==> src/rtl/vend_pkg.sv <==
// Shared types for the vending slot controller: FSM state encoding, coin
// encodings and the coin-to-credit conversion used by the top level.
package vend_pkg;

   typedef enum logic [1:0] {
      ST_IDLE     = 2'd0,
      ST_DISPENSE = 2'd1,
      ST_CHANGE   = 2'd2,
      ST_FAULT    = 2'd3
   } state_t;

   localparam logic [1:0] COIN_NONE = 2'b00;
   localparam logic [1:0] COIN_5    = 2'b01;
   localparam logic [1:0] COIN_10   = 2'b10;
   localparam logic [1:0] COIN_BAD  = 2'b11;

   // Credit value of a coin in Rs5 units; invalid/no coin is worth nothing.
   function automatic logic [1:0] coin_value(input logic [1:0] coin);
      case (coin)
         COIN_5:  coin_value = 2'd1;
         COIN_10: coin_value = 2'd2;
         default: coin_value = 2'd0;
      endcase
   endfunction

endpackage

==> src/rtl/vend_stock_bank.sv <==
// Per-slot stock counters with bulk refill, single-slot decrement and an
// empty flag for the slot currently being checked.
module vend_stock_bank #(
   parameter int NUM_SLOTS  = 4,
   parameter int SEL_W      = 2,
   parameter int STOCK_W    = 3,
   parameter int STOCK_INIT = 7
) (
   input  logic             clk,
   input  logic             rst,
   input  logic             refill,
   input  logic             dec,
   input  logic [SEL_W-1:0] dec_idx,
   input  logic [SEL_W-1:0] chk_idx,
   output logic             empty
);

   localparam logic [STOCK_W-1:0] INIT_V = STOCK_W'(STOCK_INIT);

   logic [STOCK_W-1:0] stock [NUM_SLOTS];

   // The zero guard keeps a slot from wrapping even if dec is misused.
   always_ff @(posedge clk or negedge rst) begin
      if (!rst) begin
         for (int i = 0; i < NUM_SLOTS; i++) stock[i] <= INIT_V;
      end else if (refill) begin
         for (int i = 0; i < NUM_SLOTS; i++) stock[i] <= INIT_V;
      end else if (dec && (stock[dec_idx] != '0)) begin
         stock[dec_idx] <= stock[dec_idx] - 1'b1;
      end
   end

   assign empty = (stock[chk_idx] == '0);

endmodule

==> src/rtl/vend_slot_controller.sv <==
// Multi-slot vending sequencer: coin credit, selection checks, dispenser
// handshake and Rs5 change payout. Optional watchdog via VEND_TIMEOUT_EN.
module vend_slot_controller
   import vend_pkg::*;
#(
   parameter int NUM_SLOTS  = 4,
   parameter int SEL_W      = 2,
   parameter int PRICE      = 3,
   parameter int MAX_CREDIT = 8,
   parameter int CRED_W     = 4,
   parameter int STOCK_INIT = 7,
   parameter int STOCK_W    = 3
`ifdef VEND_TIMEOUT_EN
   , parameter int TIMEOUT_CYC = 255
`endif
) (
   input  logic              clk,
   input  logic              rst,
   input  logic [1:0]        coin,
   input  logic              sel_valid,
   input  logic [SEL_W-1:0]  sel_id,
   input  logic              cancel,
   input  logic              refill,
   input  logic              disp_ack,
   output logic              disp_req,
   output logic [SEL_W-1:0]  disp_id,
   output logic              vend_done,
   output logic              change_pulse,
   output logic              coin_reject,
   output logic              sold_out,
   output logic [CRED_W-1:0] credit,
   output logic              busy
`ifdef VEND_TIMEOUT_EN
   , output logic            fault
`endif
);

   localparam logic [CRED_W-1:0] PRICE_C = CRED_W'(PRICE);
   localparam logic [CRED_W:0]   MAX_C   = (CRED_W+1)'(MAX_CREDIT);

   state_t             state, state_n, done_state;
   logic [CRED_W-1:0]  credit_n, credit_left;
   logic [CRED_W:0]    credit_sum;
   logic [SEL_W-1:0]   disp_id_n;
   logic               vend_done_n, change_pulse_n, coin_reject_n, sold_out_n;
   logic               sel_take, stock_dec, refill_en, slot_empty;

`ifdef VEND_TIMEOUT_EN
   localparam int               CNT_W    = $clog2(TIMEOUT_CYC + 1);
   localparam logic [CNT_W-1:0] CNT_LAST = CNT_W'(TIMEOUT_CYC - 1);
   logic [CNT_W-1:0] cnt, cnt_n;
   logic             fault_pend, fault_pend_n;
`endif

   vend_stock_bank #(
      .NUM_SLOTS  (NUM_SLOTS),
      .SEL_W      (SEL_W),
      .STOCK_W    (STOCK_W),
      .STOCK_INIT (STOCK_INIT)
   ) u_stock (
      .clk     (clk),
      .rst     (rst),
      .refill  (refill_en),
      .dec     (stock_dec),
      .dec_idx (disp_id),
      .chk_idx (sel_id),
      .empty   (slot_empty)
   );

   assign credit_sum  = {1'b0, credit} + {{(CRED_W-1){1'b0}}, coin_value(coin)};
   assign credit_left = credit - PRICE_C;

   always_ff @(posedge clk or negedge rst) begin
      if (!rst) begin
         state        <= ST_IDLE;
         credit       <= '0;
         disp_id      <= '0;
         vend_done    <= 1'b0;
         change_pulse <= 1'b0;
         coin_reject  <= 1'b0;
         sold_out     <= 1'b0;
      end else begin
         state        <= state_n;
         credit       <= credit_n;
         disp_id      <= disp_id_n;
         vend_done    <= vend_done_n;
         change_pulse <= change_pulse_n;
         coin_reject  <= coin_reject_n;
         sold_out     <= sold_out_n;
      end
   end

`ifdef VEND_TIMEOUT_EN
   always_ff @(posedge clk or negedge rst) begin
      if (!rst) begin
         cnt        <= '0;
         fault_pend <= 1'b0;
      end else begin
         cnt        <= cnt_n;
         fault_pend <= fault_pend_n;
      end
   end

   assign done_state = fault_pend ? ST_FAULT : ST_IDLE;
   assign fault      = (state == ST_FAULT);
`else
   assign done_state = ST_IDLE;
`endif

   always_comb begin
      state_n        = state;
      credit_n       = credit;
      disp_id_n      = disp_id;
      vend_done_n    = 1'b0;
      change_pulse_n = 1'b0;
      coin_reject_n  = 1'b0;
      sold_out_n     = 1'b0;
      sel_take       = 1'b0;
      stock_dec      = 1'b0;
      refill_en      = 1'b0;
`ifdef VEND_TIMEOUT_EN
      cnt_n          = cnt;
      fault_pend_n   = fault_pend;
`endif
      case (state)
         ST_IDLE: begin
            refill_en = refill;
            // A cancel with no credit is fully ignored, so selection and coin still apply.
            if (cancel && (credit != '0)) begin
               state_n       = ST_CHANGE;
               coin_reject_n = (coin != COIN_NONE);
            end else begin
               if (sel_valid) begin
                  if (slot_empty) begin
                     sold_out_n = 1'b1;
                  end else if (credit >= PRICE_C) begin
                     sel_take  = 1'b1;
                     disp_id_n = sel_id;
                     state_n   = ST_DISPENSE;
`ifdef VEND_TIMEOUT_EN
                     cnt_n     = '0;
`endif
                  end
               end
               if (coin != COIN_NONE) begin
                  if ((coin == COIN_BAD) || sel_take || (credit_sum > MAX_C)) begin
                     coin_reject_n = 1'b1;
                  end else begin
                     credit_n = credit_sum[CRED_W-1:0];
                  end
               end
            end
         end
         ST_DISPENSE: begin
            coin_reject_n = (coin != COIN_NONE);
            if (disp_ack) begin
               stock_dec   = 1'b1;
               credit_n    = credit_left;
               vend_done_n = 1'b1;
               state_n     = (credit_left != '0) ? ST_CHANGE : ST_IDLE;
            end
`ifdef VEND_TIMEOUT_EN
            else if (cnt == CNT_LAST) begin
               fault_pend_n = 1'b1;
               state_n      = (credit != '0) ? ST_CHANGE : ST_FAULT;
            end else begin
               cnt_n = cnt + 1'b1;
            end
`endif
         end
         ST_CHANGE: begin
            coin_reject_n = (coin != COIN_NONE);
            if (credit != '0) begin
               change_pulse_n = 1'b1;
               credit_n       = credit - 1'b1;
               if (credit == CRED_W'(1)) state_n = done_state;
            end else begin
               state_n = done_state;
            end
         end
         ST_FAULT: begin
            coin_reject_n = (coin != COIN_NONE);
         end
         default: state_n = ST_IDLE;
      endcase
   end

   assign disp_req = (state == ST_DISPENSE);
   assign busy     = (state != ST_IDLE);

endmodule

==> config.mk <==
export PLATFORM = sky130hd
export DESIGN_NAME = vend_slot_controller
export DESIGN_NICKNAME = d
export VERILOG_FILES = /design/src/rtl/vend_pkg.sv /design/src/rtl/vend_stock_bank.sv /design/src/rtl/vend_slot_controller.sv
export SDC_FILE = /design/constraint.sdc
export NUM_CORES = 1
export LEC_CHECK = 0
export CAP_MARGIN = 20
export CORE_ASPECT_RATIO = 1.25
export CORE_MARGIN = 1
export CORE_UTILIZATION = 56
export DETAILED_ROUTE_END_ITERATION = 10
export PLACE_DENSITY_LB_ADDON = 0.12
export SYNTH_ARGS = -nofsm -noshare
export SYNTH_HDL_FRONTEND = slang
export SYNTH_HIERARCHICAL = 1
export SYNTH_SLANG_ARGS = --single-unit
==> constraint.sdc <==
create_clock -name clk -period 3.25 [get_ports clk]
set_input_delay 0.65 -clock clk [delete_from_list [all_inputs] [get_ports clk]]
set_output_delay 0.65 -clock clk [all_outputs]
set_load 0.01 [all_outputs]
Word level (Yosys, flattened, before mapping)
Cells that the tools add are included.
{"block": "op_classes", "n_lt_le_gt_ge": 5, "bitwise_logic": 4, "n_reduce_logical": 18, "muxes": 45, "addsub": 4, "eq_ne": 16}
{"operator": "$mux W12", "n": 2}
{"operator": "$mux W4", "n": 5}
{"operator": "$mux W1", "n": 17}
{"operator": "$mux W2", "n": 8}
{"operator": "$mux W3", "n": 5}
{"operator": "$bmux W3 S2", "n": 2}
{"operator": "$bwmux W12", "n": 1}
{"operator": "$ne A3 B3 Y1 const B", "n": 4}
{"operator": "$pmux W4 S3", "n": 1}
{"operator": "$reduce_and A6 Y1", "n": 2}
{"operator": "$ne A2 B2 Y1 const B", "n": 5}
{"operator": "$eq A2 B2 Y1 const B", "n": 4}
{"operator": "$reduce_bool A4 Y1", "n": 2}
{"operator": "$demux W3 S2", "n": 1}
{"operator": "$ge A3 B3 Y1 const B", "n": 2}
{"operator": "$not A2 Y3", "n": 2}
{"operator": "$pmux W2 S3", "n": 1}
{"operator": "$reduce_bool A2 Y1", "n": 3}
{"operator": "$reduce_bool A3 Y1", "n": 2}
{"operator": "$add A4 B2 Y5", "n": 1}
{"operator": "$gt A5 B4 Y1 const B", "n": 1}
{"operator": "$reduce_and A5 Y1", "n": 1}
{"operator": "$eq A2 B1 Y1 const B", "n": 2}
{"operator": "$eq A4 B1 Y1 const B", "n": 1}
{"operator": "other kinds (13)", "n": 17}
{"block": "totals", "elab_cells": 103, "register_bits": 24}

Longest topological paths before layout
Gate-level depths: netlist (run 1).
{"block": "logic_depth", "word_depth": 15, "mapped_depth": 9, "mapped_depth_nobuf": 9}

Cells and area by module
Netlist (run 1), hierarchy kept.
{"module": "vend_slot_controller", "instances": 1, "seq_area_each_um2": 300.3, "area_per_inst_um2": 1102.3, "cells_each": 121}
{"module": "vend_stock_bank", "instances": 1, "seq_area_each_um2": 315.3, "area_per_inst_um2": 705.7, "cells_each": 60}

Worst setup path after synthesis (run 1)
Ideal clock, no wire load.
{"block": "synth_timing", "path_type": "input port to flip-flop", "start": "input coin[0]", "end": "register credit[0]", "path_slack_ps": 578, "cell_stages": 9, "setup_time_ps": 69, "n_path_buf": 0, "t_arrival_ps": 2603, "t_required_ps": 3181, "path_cell_list": "nor2b_1 > ha_1 > inv_1 > fa_1 > xnor2_1 > nor3b_2 > o2111ai_4 > or4_1 > nand3_1"}
{"block": "synth_via", "elab_chain_len": 7, "elab_cells_between_ends": 16, "classes_between": "add/sub (1); order compare (1); eq/ne (5); mux (5); reduce/logical (4)"}
{"element": "start: declaration", "line_no": "vend_slot_controller.sv:19", "text": "input logic [1:0] coin,"}
{"element": "$eq A2 B2 Y1 or $eq A2 B1 Y1 (tied branches)", "line_no": "vend_pkg.sv:19", "text": "case (coin)"}
{"element": "$pmux W2 S2", "line_no": "vend_pkg.sv:19"}
{"element": "$add A4 B2 Y5", "line_no": "vend_slot_controller.sv:70", "text": "assign credit_sum = {1'b0, credit} + {{(CRED_W-1){1'b0}}, coin_value(coin)};"}
{"element": "$gt A5 B4 Y1 or $mux W4 (tied branches)", "line_no": "vend_slot_controller.sv:146", "text": "if ((coin == COIN_BAD) || sel_take || (credit_sum > MAX_C)) begin"}
{"element": "$logic_or A1 B1 Y1 or $mux W4 (tied branches)", "line_no": "vend_slot_controller.sv:146, vend_slot_controller.sv:145"}
{"element": "$ne A2 B2 Y1 (no source line) or $mux W4 (tied branches)"}
{"element": "$reduce_and A6 Y1 (no source line) or $pmux W4 S3 (tied branches)"}
{"element": "end signal: assignment", "line_no": "vend_slot_controller.sv:84", "text": "credit <= credit_n;"}
{"element": "end: declaration", "line_no": "vend_slot_controller.sv:31", "text": "output logic [CRED_W-1:0] credit,"}
Parallel ways exist; a longest one is shown, timed or not. The select of a mux whose other input is x is not followed.
A chain may end at the register's enable or synchronous reset.

Worst setup path after layout (run 1)
{"block": "layout_timing", "start": "input coin[0]", "end": "register credit[1]"}
The elaborated chain is that of the path after synthesis.

==> flow_summary.json, run 1 <==
{
  "worstSetupEndpointType": "flip-flop",
  "path_class": "in2reg",
  "cts_inserted_buffers": 3,
  "syn_nets": 204,
  "worst_slack_ns": 0.2795,
  "critPathMaxFanout": 7,
  "netSwitchingFraction_pct": 43.63,
  "core_region_area_mm2": 0.003000,
  "io_buffer_count": 21,
  "netlist_top_cells_count": "inv_1, nor3_1, dfrtp_1, dfstp_2, ha_1",
  "grt_use_total_pct": 27.99,
  "clockBufferDepth": 2,
  "synth_edf_count": 0,
  "n_fill_cell": 238,
  "dr.pass1.iters": 4,
  "maxCapViolations": 0,
  "fin_worst_skew_ns": 0.01042,
  "rsz0062_at_grt": "false",
  "area_delta_synth_final_pct": 16.12,
  "fmax_mhz": 336.6,
  "post-cts-setup-buffers": 0,
  "synth_top_area_share_pct": 17.44,
  "ys_ff_latch": 24,
  "p_leak_nw": 0.8702,
  "syn_inst": 181,
  "syn_area_per_cell_um2": 9.989,
  "place_ws_ns": -0.03222,
  "period_share_pct": 91.40,
  "p_int_mw": 1.079,
  "seqPwrFrac_pct": 29.9,
  "nNetsFinal": 228,
  "grt_overflow": 0,
  "die_w_um": 52.82,
  "grt_first_pass_wirelength_um": 7162,
  "detailed_place_hpwl_um": 3246,
  "root_buffer": "clkbuf_4",
  "cts_tree": "built",
  "cts_resized": 0,
  "diodes": 0,
  "hold_buffers": 0,
  "antenna_found_initial": 0,
  "ys_async_sr_fraction_pct": 100.0,
  "drv_slew": 0,
  "netlist_area_mm2": 0.001808,
  "insertion_delay_ns": 0.31,
  "drt-initial-drc-count": 24,
  "synth_area_leader_cell": "dfstp_2",
  "num_vias": 1498,
  "status": "complete, no violations",
  "finalHoldViolCount": 0,
  "die_area_mm2": 0.003461,
  "chipHeight_um": 65.53,
  "finalWirelength_um": 4189,
  "max-vdd-ir-drop_mv": 0.5949,
  "routabilityCongestion": 0.9492,
  "seq_area_frac_synth_pct": 34.05,
  "rows": 22,
  "worst_ep_required_time_ns": 3.51,
  "setup_viol": 0,
  "hp-class": "reg2reg",
  "ant_nets": 0,
  "h-tree-depth": 1,
  "grt_pass1_vias": 1599,
  "drcViolationCount": 0,
  "power_per_cell_area_mw_per_mm2": 912.1,
  "ys.flop_type": "dfstp_2",
  "start_kind": "primary input",
  "period_needed_ns": 2.971,
  "grt_max_degree": 21,
  "maxSlewHeadroom_pct": 39.57,
  "start_util_pct": 60.26,
  "io_pins": 22,
  "clkTransAtPathRegs_ns": 0.14,
  "p_comb_share_pct": 59.0,
  "drive_gt1_share_pct": 15.20,
  "routed_via_density": 6.242,
  "clkSinkCount": 24,
  "clockPowerShare_pct": 11.1,
  "p_total_mw": 1.915,
  "tightest_slew_ns": 0.9037,
  "yosys-top-cells-area": "dfstp_2, dfrtp_1, ha_1",
  "ys_warn_count": 6,
  "power_switching_uw": 835.5,
  "synth_cell_types": 53,
  "wl_per_cell_um": 17.45,
  "setup-tns-final_ns": 0,
  "cp.arrival_ns": 3.23
}
[cells in the final DEF, fill, tap and decap left out, drive strengths merged, types with 3 or more instances in the layout]
cell type	instances
o21ai	6
and2	3
dfrtp	12
nor2	9
dfstp	12
nand2b	7
a21oi	11
nand3	3
clkdlybuf4s50	21
a221oi	3
xor2	3
nor2b	6
mux2	4
nand2	10
xnor2	5
o221ai	3
nor4b	3
inv	15
buf	6
clkbuf	3
nor3	14
ha	12
mux4	3
[metrics by stage]
stage	hold slack, ns	util, %	instance area, um^2	std cells
3_3_place_gp	0.5336	68.22	2047	236
6_report	0.5936	69.98	2100	240
3_5_place_dp	0.5684	68.22	2047	236
2_1_floorplan	0.3544	-	1808	181
5_1_grt	0.6181	69.98	2100	240
4_1_cts	0.5970	69.98	2100	240
[path summary, 6_finish.rpt]
check,from,endpoint,slack (ns),cells after the start
setup / recovery,coin[0],credit[1],0.28,10
hold / removal,state[0],state[0],0.59,1
setup reg to reg,credit[0],credit[1],0.68,8
hold reg to reg,state[0],state[0],0.59,1
max in group asynchronous,rst,u_stock/stock[11],1.73,2
min in group asynchronous,rst,credit[0],0.83,1
[worst max-delay path: stages]
cell,delay (ns)
clkdlybuf4s50_1,0.47
nor2b_1,0.19
ha_1,0.22
inv_1,0.06
fa_1,0.41
xnor2_1,0.16
nor3b_2,0.26
o2111ai_4,0.17
or4b_1,0.55
nand3_1,0.08
[flip-flops by register name, indices dropped and copies added, names as in the netlist]
signal / count
change_pulse: 1
coin_reject: 1
credit: 4
disp_id: 2
sold_out: 1
state: 2
u_stock/stock: 12
vend_done: 1
[final cells by class]
cell class / count / area (um^2) / area share (%)
Multi-Input combinational cell: 134 / 1075 / 51.19
Sequential cell: 24 / 615.6 / 29.32
Inverter: 15 / 56.30 / 2.682
Clock buffer: 3 / 22.52 / 1.073
Timing Repair Buffer: 27 / 255.2 / 12.16
Tap cell: 36 / 45.04 / 2.145
Clock inverter: 1 / 30.03 / 1.430
[power by group through the flow]
stage                     Sequential [mW]  Combinational (mW)  Clock, mW
after floorplan                     0.521               0.849          0
after global placement              0.565                1.07          0
after detailed placement            0.576                1.12          0
after CTS                           0.571                1.12      0.220
after global routing                0.589                1.24      0.236
final                               0.572                1.13      0.213
[metal layers]
layer | routed length (um) | vias up | GRT usage [%]
li1 | - | 701 | -
met1 | 1653 | 747 | 29.45
met2 | 2291 | 33 | 53.48
met3 | 110 | 17 | 3.009
met4 | 133 | 0 | 12.17
met5 | 0 | - | 0
[cells by family (layout without fill, tap and decap cells)]
group | after synthesis | count (layout) | share of synthesized area [%]
flip-flops | 24 | 24 | 34.05
multiplexers | 9 | 9 | 7.959
XOR/XNOR | 8 | 8 | 3.876
AND/OR/NAND/NOR | 67 | 67 | 22.98
AO/OA/AOI/OAI | 37 | 37 | 15.23
adder cells (fa/ha/maj) | 13 | 13 | 9.412
buffers and inverters | 23 | 46 | 6.504
Power figures use the tool's default switching activity.
==> run 2, diff against run 1 <==
--- a/config.mk
+++ b/config.mk
@@ -11,6 +11,7 @@
 export CORE_UTILIZATION = 56
 export DETAILED_ROUTE_END_ITERATION = 10
 export PLACE_DENSITY_LB_ADDON = 0.12
+export RECOVER_POWER = 25
 export SYNTH_ARGS = -nofsm -noshare
 export SYNTH_HDL_FRONTEND = slang
 export SYNTH_HIERARCHICAL = 1
==> flow_summary.json, run 2 (synthesis results as in run 1) <==
{
  "start_util_pct": 60.26,
  "layout_common_cells": "clkdlybuf4s50_1, inv_1, nor3_1",
  "drcViolationCount": 0,
  "fin_worst_skew_ns": 0.01042,
  "p_leak_nw": 0.8695,
  "reg.largest.list": "u_stock/stock x12, credit x4",
  "period_share_pct": 91.40,
  "drt-initial-drc-count": 24,
  "reg2reg_depth": 8,
  "ant_nets": 0,
  "hold_depth": 1,
  "period_needed_ns": 2.970,
  "final_util_pct": 69.98,
  "power_per_cell_area_mw_per_mm2": 911.9,
  "routabilityCongestion": 0.9492,
  "fmax_mhz": 336.6,
  "timing.rr.end": "credit[1]",
  "drv_slew": 0,
  "area_delta_synth_final_pct": 16.12,
  "grt.busiest_layer": "met2",
  "grt_overflow": 0,
  "detailed_place_hpwl_um": 3246,
  "path_class": "in2reg",
  "rrSetupSlack_ns": 0.68,
  "cts_inserted_buffers": 3,
  "worst_ep_required_time_ns": 3.51,
  "maxCapViolations": 0,
  "start_kind": "primary input",
  "die_area_mm2": 0.003461,
  "layout.area.seq_um2": 615.6,
  "tightest_slew_ns": 0.9132,
  "grt_pass1_vias": 1599,
  "die_w_um": 52.82,
  "regMostFlops": "u_stock/stock",
  "met2_usage_pct": 53.48,
  "p_total_mw": 1.915,
  "io_pins": 22,
  "min_to": "state[0]",
  "clkTransAtPathRegs_ns": 0.14,
  "setup_viol": 0,
  "insertion_delay_ns": 0.31,
  "dr.pass1.iters": 4,
  "met1_usage_pct": 29.45,
  "finalWirelength_um": 4187,
  "clockBufferDepth": 2,
  "nNetsFinal": 228,
  "finalHoldViolCount": 0,
  "n_fill_cell": 238,
  "timing.rr.start": "credit[0]",
  "routed_via_density": 6.242,
  "root_buffer": "clkbuf_4",
  "rsz0062_at_grt": "false",
  "hp-class": "reg2reg",
  "hold_slack_ns": 0.5936,
  "critPathLaunch": "coin[0]",
  "grt_use_total_pct": 27.99,
  "cp.arrival_ns": 3.23,
  "worstSetupEndpointType": "flip-flop",
  "h-tree-depth": 1,
  "largest_reg_flops": 12,
  "io_buffer_count": 21,
  "grt_first_pass_wirelength_um": 7162,
  "rows": 22,
  "status": "complete, no violations",
  "final_common_cell": "clkdlybuf4s50_1",
  "wl_per_cell_um": 17.45,
  "critPathMaxFanout": 7,
  "diodes": 0,
  "place_ws_ns": -0.03222,
  "cts_resized": 0,
  "worst_slack_ns": 0.2795,
  "cts_tree": "built",
  "maxSlewHeadroom_pct": 38.92,
  "hold_buffers": 0,
  "antenna_found_initial": 0,
  "post-cts-setup-buffers": 0,
  "multiInputGateArea_mm2": 0.001075,
  "max-vdd-ir-drop_mv": 0.5952,
  "min_from": "state[0]",
  "drive_gt1_share_pct": 15.20,
  "grt_util_met3_pct": 3.009,
  "core_region_area_mm2": 0.003000,
  "grt_max_degree": 21,
  "chipHeight_um": 65.53,
  "num_vias": 1498,
  "clkSinkCount": 24
}
[run 2: cell count changes in the layout (fill, tap and decap cells not counted)]
cell | previous run | this run
dlygate4sd3_1 | 0 | 1
and2_1 | 3 | 2
clkdlybuf4s50_1 | 21 | 20
and2_0 | 0 | 1
[run 2: how the worst max path moves through the flow]
stage | end | slack (ns)
after global placement | credit[1] | 0.08
final | credit[1] | 0.28
after detailed placement | credit[1] | -0.03
after CTS | credit[1] | 0.30
after global routing | credit[1] | 0.18
after floorplan | credit[0] | 0.58
[run 2: final cells by class]
type | count | area share (%)
multi-input cells | 134 | 51.19
flip-flops and latches | 24 | 29.32
repair buffers | 27 | 12.16
inverters | 15 | 2.682
well taps | 36 | 2.145
clock inverters | 1 | 1.430
clock buffers | 3 | 1.073
[run 2: metal layers]
metal / wire length, um / vias up
li1: - / 701
met1: 1654 / 747
met2: 2289 / 33
met3: 110 / 17
met4: 133 / 0
met5: 0 / -
[run 2: report_power, final]
group          internal (mW)  total, mW  switching [mW]
Clock                  0.125      0.213          0.0880
Combinational          0.548       1.13           0.582
Sequential             0.407      0.572           0.165
Total                   1.08       1.91           0.836
[run 2: per-stage QoR]
stage          instances  area, um^2  setup TNS (ns)
2_1_floorplan        181        1808               0
3_3_place_gp         236        2047               0
3_5_place_dp         236        2047        -0.04728
4_1_cts              240        2100               0
5_1_grt              240        2100               0
6_report             240        2100               0
[run 2: worst max-delay path, stage by stage]
cell	delay, ns
clkdlybuf4s50_1	0.47
nor2b_1	0.19
ha_1	0.22
inv_1	0.06
fa_1	0.41
xnor2_1	0.16
nor3b_2	0.26
o2111ai_4	0.17
or4b_1	0.55
nand3_1	0.08
==> run 3, diff against run 2 <==
--- a/config.mk
+++ b/config.mk
@@ -5,11 +5,13 @@
 export SDC_FILE = /design/constraint.sdc
 export NUM_CORES = 1
 export LEC_CHECK = 0
+export ABC_AREA = 0
 export CAP_MARGIN = 20
 export CORE_ASPECT_RATIO = 1.25
 export CORE_MARGIN = 1
 export CORE_UTILIZATION = 56
 export DETAILED_ROUTE_END_ITERATION = 10
+export GPL_TIMING_DRIVEN = 0
 export PLACE_DENSITY_LB_ADDON = 0.12
 export RECOVER_POWER = 25
 export SYNTH_ARGS = -nofsm -noshare
==> flow_summary.json, run 3 (synthesis results as in run 1) <==
{
  "status": "complete, no violations",
  "wl_met3_um": 131,
  "critical_path.max_stage_delay_ns": 0.56,
  "layout_common_cells": "clkdlybuf4s50_1, inv_1, nor3_1",
  "reg.largest.list": "u_stock/stock x12, credit x4",
  "timing.rr.start": "credit[0]",
  "final_common_cell": "clkdlybuf4s50_1",
  "cp.arrival_ns": 3.32,
  "setup_viol": 0,
  "io_buffer_count": 21,
  "clockBufferDepth": 2,
  "power_per_cell_area_mw_per_mm2": 894.4,
  "antenna_found_initial": 0,
  "finalWirelength_um": 4050,
  "regMostFlops": "u_stock/stock",
  "wl_met1_um": 1667,
  "maxSlewHeadroom_pct": 31.74,
  "chipHeight_um": 65.53,
  "drt-initial-drc-count": 40,
  "largest_reg_flops": 12,
  "post-cts-setup-buffers": 0,
  "hold_buffers": 0,
  "cts_inserted_buffers": 3,
  "p_leak_nw": 0.8701,
  "cp_cell_sequence": "clkdlybuf4s50_1 > nor2b_1 > ha_1 > inv_1 > fa_1 > xnor2_1 > nor3b_2 > o2111ai_4 > or4_1 > nand3_1",
  "rsz0062_at_grt": "false",
  "crit_cells": 10,
  "wl_per_cell_um": 16.67,
  "worst_path_max_delay_cell": "or4_1",
  "drcViolationCount": 0,
  "rrSetupSlack_ns": 0.62,
  "period_needed_ns": 3.084,
  "hold_slack_ns": 0.5822,
  "drive_gt1_share_pct": 14.49,
  "cts_resized": 0,
  "io_pins": 22,
  "setup-tns-final_ns": 0,
  "area_delta_synth_final_pct": 16.33,
  "clkTransAtPathRegs_ns": 0.13,
  "critPathMaxFanout": 9,
  "cts_tree": "built",
  "cp_num_buf_inv": 2,
  "grt_overflow": 0,
  "worst_ep_required_time_ns": 3.49,
  "start_kind": "primary input",
  "tightest_slew_ns": 1.024,
  "n_fill_cell": 245,
  "design_area_mm2": 0.002103,
  "clkSinkCount": 24,
  "num_vias": 1497,
  "critPathLaunch": "coin[0]",
  "root_buffer": "clkbuf_4",
  "grt_first_pass_wirelength_um": 6589,
  "worstSetupEndpointType": "flip-flop",
  "hp-class": "reg2reg",
  "max-vdd-ir-drop_mv": 0.6903,
  "die_area_mm2": 0.003461,
  "grt_max_degree": 25,
  "diodes": 0,
  "reg2reg_depth": 8,
  "routabilityCongestion": 0.9185,
  "routed_via_density": 6.160,
  "start_util_pct": 60.26,
  "dr.pass1.iters": 4,
  "fin_worst_skew_ns": 0.007271,
  "grt_use_total_pct": 25.63,
  "setup.worst_path.end": "credit[0]",
  "worst_path_dominant_cell_family": "simple AND/OR/NAND/NOR gates",
  "met2RoutedLength_um": 2200,
  "path_class": "in2reg",
  "p_total_mw": 1.881,
  "timing.rr.end": "credit[0]",
  "route.top_layer_used": "met4",
  "insertion_delay_ns": 0.30,
  "detailed_place_hpwl_um": 3058,
  "h-tree-depth": 1,
  "rows": 22,
  "drv_slew": 0,
  "maxCapViolations": 0,
  "period_share_pct": 94.88,
  "grt_pass1_vias": 1524,
  "nNetsFinal": 231,
  "placed_area_mm2": 0.002063,
  "ant_nets": 0,
  "finalHoldViolCount": 0,
  "fmax_mhz": 324.3,
  "die_w_um": 52.82,
  "core_region_area_mm2": 0.003000
}
==> run 3: cell count changes in the layout (fill, tap and decap cells not counted) <==
cell,before,now
buf_4,6,0
buf_2,0,1
bufinv_16,1,0
and2_0,1,0
clkbuf_1,0,4
clkbuf_8,0,1
and2_1,2,3
buf_6,0,4
==> run 3: how the worst min path moves through the flow <==
stage,slack [ns],to,start,cells past startpoint
detailed placement,0.54,disp_id[0],disp_id[0],1
floorplan,0.35,change_pulse,rst,0
global route,0.60,vend_done,rst,1
global placement,0.52,disp_id[0],disp_id[0],1
CTS,0.57,disp_id[0],disp_id[0],1
finish,0.58,disp_id[0],disp_id[0],1
==> run 3: area by class of cell <==
type                    instances  area, um^2  area share (%)
multi-input cells             134        1075           51.10
flip-flops and latches         24       615.6           29.27
repair buffers                 22       214.0           10.17
plain buffers                   8       61.31           2.915
inverters                      15       56.30           2.677
well taps                      36       45.04           2.142
clock buffers                   4       36.28           1.725
==> run 3: where the power goes <==
| part | internal (mW) | total [mW] | switching (mW) |
|---|---|---|---|
| Combinational | 0.581 | 1.21 | 0.627 |
| Clock | 0.0683 | 0.151 | 0.0826 |
| Sequential | 0.408 | 0.522 | 0.115 |
==> run 3: per-stage QoR <==
stage          instances  utilization (%)  worst slack (ns)
4_1_cts              242            69.98            0.1703
6_report             243            70.10            0.1665
2_1_floorplan        181                -            0.5775
3_5_place_dp         238            68.77           -0.1506
5_1_grt              243            70.10          0.008044
3_3_place_gp         238            68.77          -0.09339
==> run 3: per-layer routing <==
| layer | vias to the layer above | global-route usage [%] |
|---|---|---|
| met2 | 36 | 47.78 |
| met4 | 0 | 11.51 |
| met5 | - | 0 |
| met3 | 6 | 2.315 |
| met1 | 745 | 28.21 |
| li1 | 710 | - |
